**config.mk**
```make
export PLATFORM = sky130hd
export DESIGN_NAME = rr_arbiter_onehot
export DESIGN_NICKNAME = d
export VERILOG_FILES = /design/src/rtl/rr_arbiter_onehot.sv
export SDC_FILE = /design/constraint.sdc
export NUM_CORES = 1
export LEC_CHECK = 0
export CORE_AREA = 4 4 74 76
export DETAILED_ROUTE_END_ITERATION = 12
export DIE_AREA = 0 0 78 80
export HOLD_SLACK_MARGIN = 0.03
export PLACE_DENSITY = 0.7
export SKIP_LAST_GASP = 1
export SLEW_MARGIN = 40
export SYNTH_ARGS = -nofsm -noshare
export SYNTH_HDL_FRONTEND = slang
export SYNTH_SLANG_ARGS = --single-unit
```
**constraint.sdc**
```tcl
create_clock -name clk -period 4.4 [get_ports clk]
set_input_delay 0.88 -clock clk [delete_from_list [all_inputs] [get_ports clk]]
set_output_delay 0.88 -clock clk [all_outputs]
set_load 0.02 [all_outputs]
```
**src/rtl/rr_arbiter_onehot.sv**
```systemverilog
// 8-way round-robin arbiter with registered one-hot grant held until done.
// Optional grant watchdog enabled by defining ARB_TIMEOUT_EN.
module rr_arbiter_onehot #(
  parameter int N       = 8,
  parameter int IDX_W   = 3,
  parameter int TIMEOUT = 16
) (
  input  logic             clk,
  input  logic             rst,
  input  logic [N-1:0]     req,
  input  logic             done,
  output logic [N-1:0]     gnt,
  output logic [IDX_W-1:0] gnt_idx,
  output logic             gnt_valid,
  output logic             timeout
);

  typedef enum logic {
    IDLE,
    GRANT
  } state_t;

  state_t           state, state_n;
  logic [IDX_W-1:0] ptr, ptr_n;
  logic [IDX_W-1:0] idx_n, pick;
  logic [N-1:0]     gnt_n;
  logic             found;
  logic             expire;

  // First requester at or after ptr, wrapping modulo N.
  always_comb begin
    pick  = '0;
    found = 1'b0;
    for (int i = 0; i < N; i++) begin
      if (!found && req[ptr + IDX_W'(i)]) begin
        found = 1'b1;
        pick  = ptr + IDX_W'(i);
      end
    end
  end

`ifdef ARB_TIMEOUT_EN
  logic [7:0] wdog;

  assign expire = ~done & (wdog == 8'(TIMEOUT - 1));

  always_ff @(posedge clk or posedge rst) begin
    if (rst) begin
      wdog    <= '0;
      timeout <= 1'b0;
    end else begin
      timeout <= (state == GRANT) & expire;
      wdog    <= (state == GRANT) ? wdog + 8'd1 : '0;
    end
  end
`else
  assign expire  = 1'b0;
  assign timeout = 1'b0;
`endif

  always_comb begin
    state_n = state;
    ptr_n   = ptr;
    gnt_n   = gnt;
    idx_n   = gnt_idx;
    unique case (state)
      IDLE: begin
        if (found) begin
          state_n = GRANT;
          gnt_n   = N'(1) << pick;
          idx_n   = pick;
        end
      end
      GRANT: begin
        if (done || expire) begin
          state_n = IDLE;
          gnt_n   = '0;
          idx_n   = '0;
          ptr_n   = gnt_idx + IDX_W'(1);
        end
      end
      default: state_n = IDLE;
    endcase
  end

  always_ff @(posedge clk or posedge rst) begin
    if (rst) begin
      state   <= IDLE;
      ptr     <= '0;
      gnt     <= '0;
      gnt_idx <= '0;
    end else begin
      state   <= state_n;
      ptr     <= ptr_n;
      gnt     <= gnt_n;
      gnt_idx <= idx_n;
    end
  end

  assign gnt_valid = |gnt;

endmodule
```
# Word-level counts from Yosys, hierarchy flattened
# Index checks and enable logic that the tools add are counted.
# W data, S select, Z words.
# word_totals
regBits,15
in_bits,11
out_inout_bits,13
word_cells,82
# classes
addsub,8
order_cmp,8
eq_ne,2
n_shift,1
muxes,41
bitwise_logic,1
n_reduce_logical,17
# op_table
op,n
$lt A3 B4 Y1 const B,8
$mux W3,10
$bmux W1 S3,8
$mux W1,18
$mux W8,2
$pmux W8 S2,1
$add A3 B3 Y3 const B,4
$reduce_or A8 Y1,1
$shl A1 B3 Y8 const A,1
$logic_and A1 B1 Y1,7
$logic_not A1 Y1,7
$add A3 B1 Y3 const B,2
$add A3 B2 Y3 const B,2
$pmux W3 S2,1
$ne A2 B2 Y1 const B,2
$reduce_and A2 Y1,2
$pmux W1 S2,1
$not A1 Y1,1

# Depth between registers and ports, before layout
# logic_depth
ltp_word,27
mapped_depth,13
mapped_depth_nobuf,9

# Worst setup path after synthesis
# OpenSTA, ideal clock, no wires.
# synth_timing
kind,register to register
startpoint,register ptr[1]
endpoint,register gnt[5]
setup_ns,0.122
t_arrival_ns,3.414
required_time_ns,4.278
setup_slack_ns,0.865
path_stages_with_launch,14
path_buffers,4
synth_period_minus_slack_ns,3.535
path_cell_list,dfrtp_1 > clkbuf_1 > buf_2 > inv_1 > ha_1 > buf_6 > buf_6 > mux2_2 > mux4_2 > a221o_1 > a2111oi_2 > o2bb2ai_1 > o31a_1 > a32o_1
# synth_via
elab_chain_cells,27
word_cells_on_any_way,58
classes_between,add/sub: 7; eq/ne: 1; shift: 1; mux: 34; reduce/logical: 15
# synth_lines
item,line_no,rtl
from (decl),24,"logic [IDX_W-1:0] ptr, ptr_n;"
from (signal assigned),94,ptr <= ptr_n;
branches (longest 27 deep; another with $add A3 B1 Y3),--,
to (signal assigned),95,gnt <= gnt_n;
to (decl),12,"output logic [N-1:0] gnt,"
# Parallel ways; which one is timed is not known. The select of a mux whose other input is x is not followed.
# A chain may end at the register's enable or synchronous reset.

# Worst setup path in the final report
# layout_timing
startpoint,input req[1]
endpoint,register gnt[6]
# layout_via
elab_chain_cells,27
word_cells_on_any_way,51
classes_between,eq/ne: 1; shift: 1; mux: 34; reduce/logical: 15
# layout_lines
item,line_no,rtl
from (decl),10,"input logic [N-1:0] req,"
$bmux W1 S3,35,if (!found && req[ptr + IDX_W'(i)]) begin
$mux W1 (implied by the code),35,
$mux W1,35,
$logic_not A1 Y1,35,
$logic_and A1 B1 Y1,35,
$mux W1,35,
$logic_not A1 Y1,35,
$logic_and A1 B1 Y1,35,
[... 11 more ...],--,
$logic_and A1 B1 Y1,35,
$mux W1,35,
$logic_not A1 Y1,35,
$logic_and A1 B1 Y1,35,
$mux W3,35,
$shl A1 B3 Y8,70,gnt_n = N'(1) << pick;
$mux W8,68,if (found) begin
$pmux W8 S2,66,unique case (state)
# Parallel ways exist; a longest one is shown, timed or not. The select of a mux whose other input is x is not followed.

==> impl_metrics.ini <==
[status]
status = finished clean

[sta]
fmax_mhz = 280
setup_slack_ns = 0.824
slew_violations = 0
rsz0062_at_grt = false
relSlewSlack = 0.454
finClkSkew_ns = 0.00110
finalSetupViolations = 0
fin_crit_ns = 3.58
hold_violations = 0
worst_pin_slew_ns = 0.819
final.period_utilization = 0.813
tns_ns = 0
whs_ns = 0.521

[synth]
yosys_warnings = 0
syn-num-nets = 191
synth_seq_cells = 15
seq_area_frac_synth = 0.207
synth.largest_area_cell = dfrtp_1
synthMuxAreaShare = 0.349
synthDistinctLibCells = 53
async_reset_ff_frac = 1.00
netlist_instances = 177
synth_area_um2 = 1810
synth_top_family_by_area = multiplexers
netlist_top_cells_area = dfrtp_1, mux4_2, mux2i_1, mux2_2, nand2_1
synth_adder_area_share = 0.0207
yosys.area_share.simple = 0.130
syn_area_per_cell_um2 = 10.2
netlist.area_leader.share = 0.207
synth_xor_area_frac = 0.0194
synth_edf_count = 0
synth_compound_area_frac = 0.214
synth_ff_type = dfrtp_1

[floorplanning]
rows = 25
die_h_um = 80
initial_utilization = 0.383
pin_count = 24
die_area_um2 = 6240
fp.dieW_um = 78
core_region_area_um2 = 4720

[placement]
dp_hpwl_mm = 3.25
post-place-cells = 257
io_buffers = 22
place_ws_ns = 0.600
finalWeightedCongestion = 0.891

[pwr]
switchingPower_uw = 854
power_density_nw_per_um2 = 817
p_clk_frac = 0.066
swShare = 0.499
p_int_uw = 859
seqPwrFrac = 0.145
p_comb_frac = 0.789
vdd_drop_max_mv = 0.299
p_leak_nw = 0.803

[detailed_routing]
vias = 1562
ant_nets = 0
drc = 0
drt-total-wl_mm = 4.41
wl_per_cell_um = 16.9
vias_per_cell = 5.98
dr.pass1.iters = 5
drt_iter0_markers = 210

[setup_path]
setup.worst_path.start_class = primary input
crit_path_max_incr_delay_ns = 0.62
cpMaxStageDelayCell = mux4_2
setup.worst_path.class = in2reg
arrival_ns = 3.71
cp_max_fo = 10
path_cells = clkdlybuf4s50_1, mux4_2, mux2_2, or4_1, o21a_1, o2bb2ai_2, and2_1, a32o_1
reg2reg_depth = 9
cp.required_ns = 4.54
end_kind = register

[clock_network]
htreeDepth = 1
post_cts_hold_buffer_count = 0
ctsResizeCount = 0
cts_sinks = 15
cts_setup_buffers = 0
clock_latency_ns = 0.25
cts_inserted_buffers = 3
cts_tree = built
clockBufferDepth = 2
clk_pin_slew_ns = 0.06
cts-root-buf = clkbuf_8

[finish]
layout.nets = 209
nFillCells = 441
fin_util = 0.444
syn_to_final_growth_pct = 16.0
fin_cells = 261
diodes = 0
layout-drive-gt1-share = 0.206

[hold_path]
hold_path.class = reg2reg
min_path_cells = 1

[global_route]
track_usage = 0.151
grt_max_degree = 25
grt_pass1_vias = 1578
antenna_found_initial = 0
grt-ovfl-total = 0
grt_pass1_wl_mm = 7.69

[flow_run]
cap_violations = 0
## critical path: cells and delay by family
family / cells / cell delay, ns
multiplexers: 2 / 0.95
AND/OR/NAND/NOR: 2 / 0.71
AO/OA/AOI/OAI: 3 / 0.57
buffers and inverters: 1 / 0.60
## metrics by stage
| step | instance area, µm² | total power [mW] |
|---|---|---|
| 2_1_floorplan | 1810 | 1.31 |
| 3_3_place_gp | 2050 | 1.58 |
| 3_5_place_dp | 2050 | 1.59 |
| 4_1_cts | 2100 | 1.71 |
| 5_1_grt | 2100 | 1.85 |
| 6_report | 2100 | 1.71 |
## power groups by stage
stage | registers, mW | clock network (mW) | logic (mW)
floorplan | 0.259 | 0 | 1.06
global placement | 0.251 | 0 | 1.33
detailed placement | 0.251 | 0 | 1.33
CTS | 0.248 | 0.117 | 1.34
global route | 0.256 | 0.123 | 1.47
finish | 0.249 | 0.113 | 1.35
## layer usage
layer,vias up,GRT usage,routed length [µm]
li1,737,-,-
met1,775,0.204,2030
met2,41,0.248,2170
met3,9,0.0260,153
met4,0,0.0455,59
met5,-,0,0
## kinds of logic after synthesis
family	Yosys count
compound gates	47
simple gates	47
mux	42
buf+inv	18
flops	15
xor+xnor	4
fa+ha+maj	3
other cells	1
## layout by cell type (no fill, tap or decap), types with 4 or more instances in the layout
cell,count
clkdlybuf4s50_1,22
nand2_1,19
mux4_2,15
dfrtp_1,15
mux2i_1,12
mux2_2,10
a21oi_1,8
nor2_1,7
inv_1,7
nor3_1,5
o21ai_0,5
o31ai_1,5
mux2_1,4
a32o_1,4
## state kept, by name, indices dropped and copies added, names as in the netlist
signal and cells:
gnt 8, state 1, gnt_idx 3, ptr 3
## final cells by class
type,count,area (µm²),share of cell area
Clock inverter,1,7.51,0.00358
Inverter,7,26.3,0.0125
Tap cell,67,83.8,0.0400
Clock buffer,3,41.3,0.0197
Sequential cell,15,375,0.179
Multi-Input combinational cell,144,1330,0.633
Timing Repair Buffer,24,235,0.112
## Yosys cell counts (all sizes together), types with 2 or more instances
cell      n
nand2b    3
o2bb2ai   2
xnor2     2
dfrtp    15
a221oi    3
clkbuf    3
o31ai     7
a21o      2
a21oi     8
xor2      2
o21ai     5
a32oi     2
o31a      2
nand2    19
inv       7
and2      2
a31oi     2
o211ai    2
mux2i    12
nor2      7
nor3      5
mux2     15
buf       8
a32o      4
ha        3
nor2b     3
nor4      2
mux4     15
## worst paths after layout
kind,end,start,slack [ns]
hold reg to reg,gnt[5],gnt[5],0.52
min in group asynchronous,gnt[6],rst,0.98
setup reg to reg,gnt[5],ptr[1],0.93
max in group asynchronous,gnt[2],rst,3.06
hold / removal,gnt[5],gnt[5],0.52
setup / recovery,gnt[6],req[1],0.82
Power figures use the tool's default switching activity.
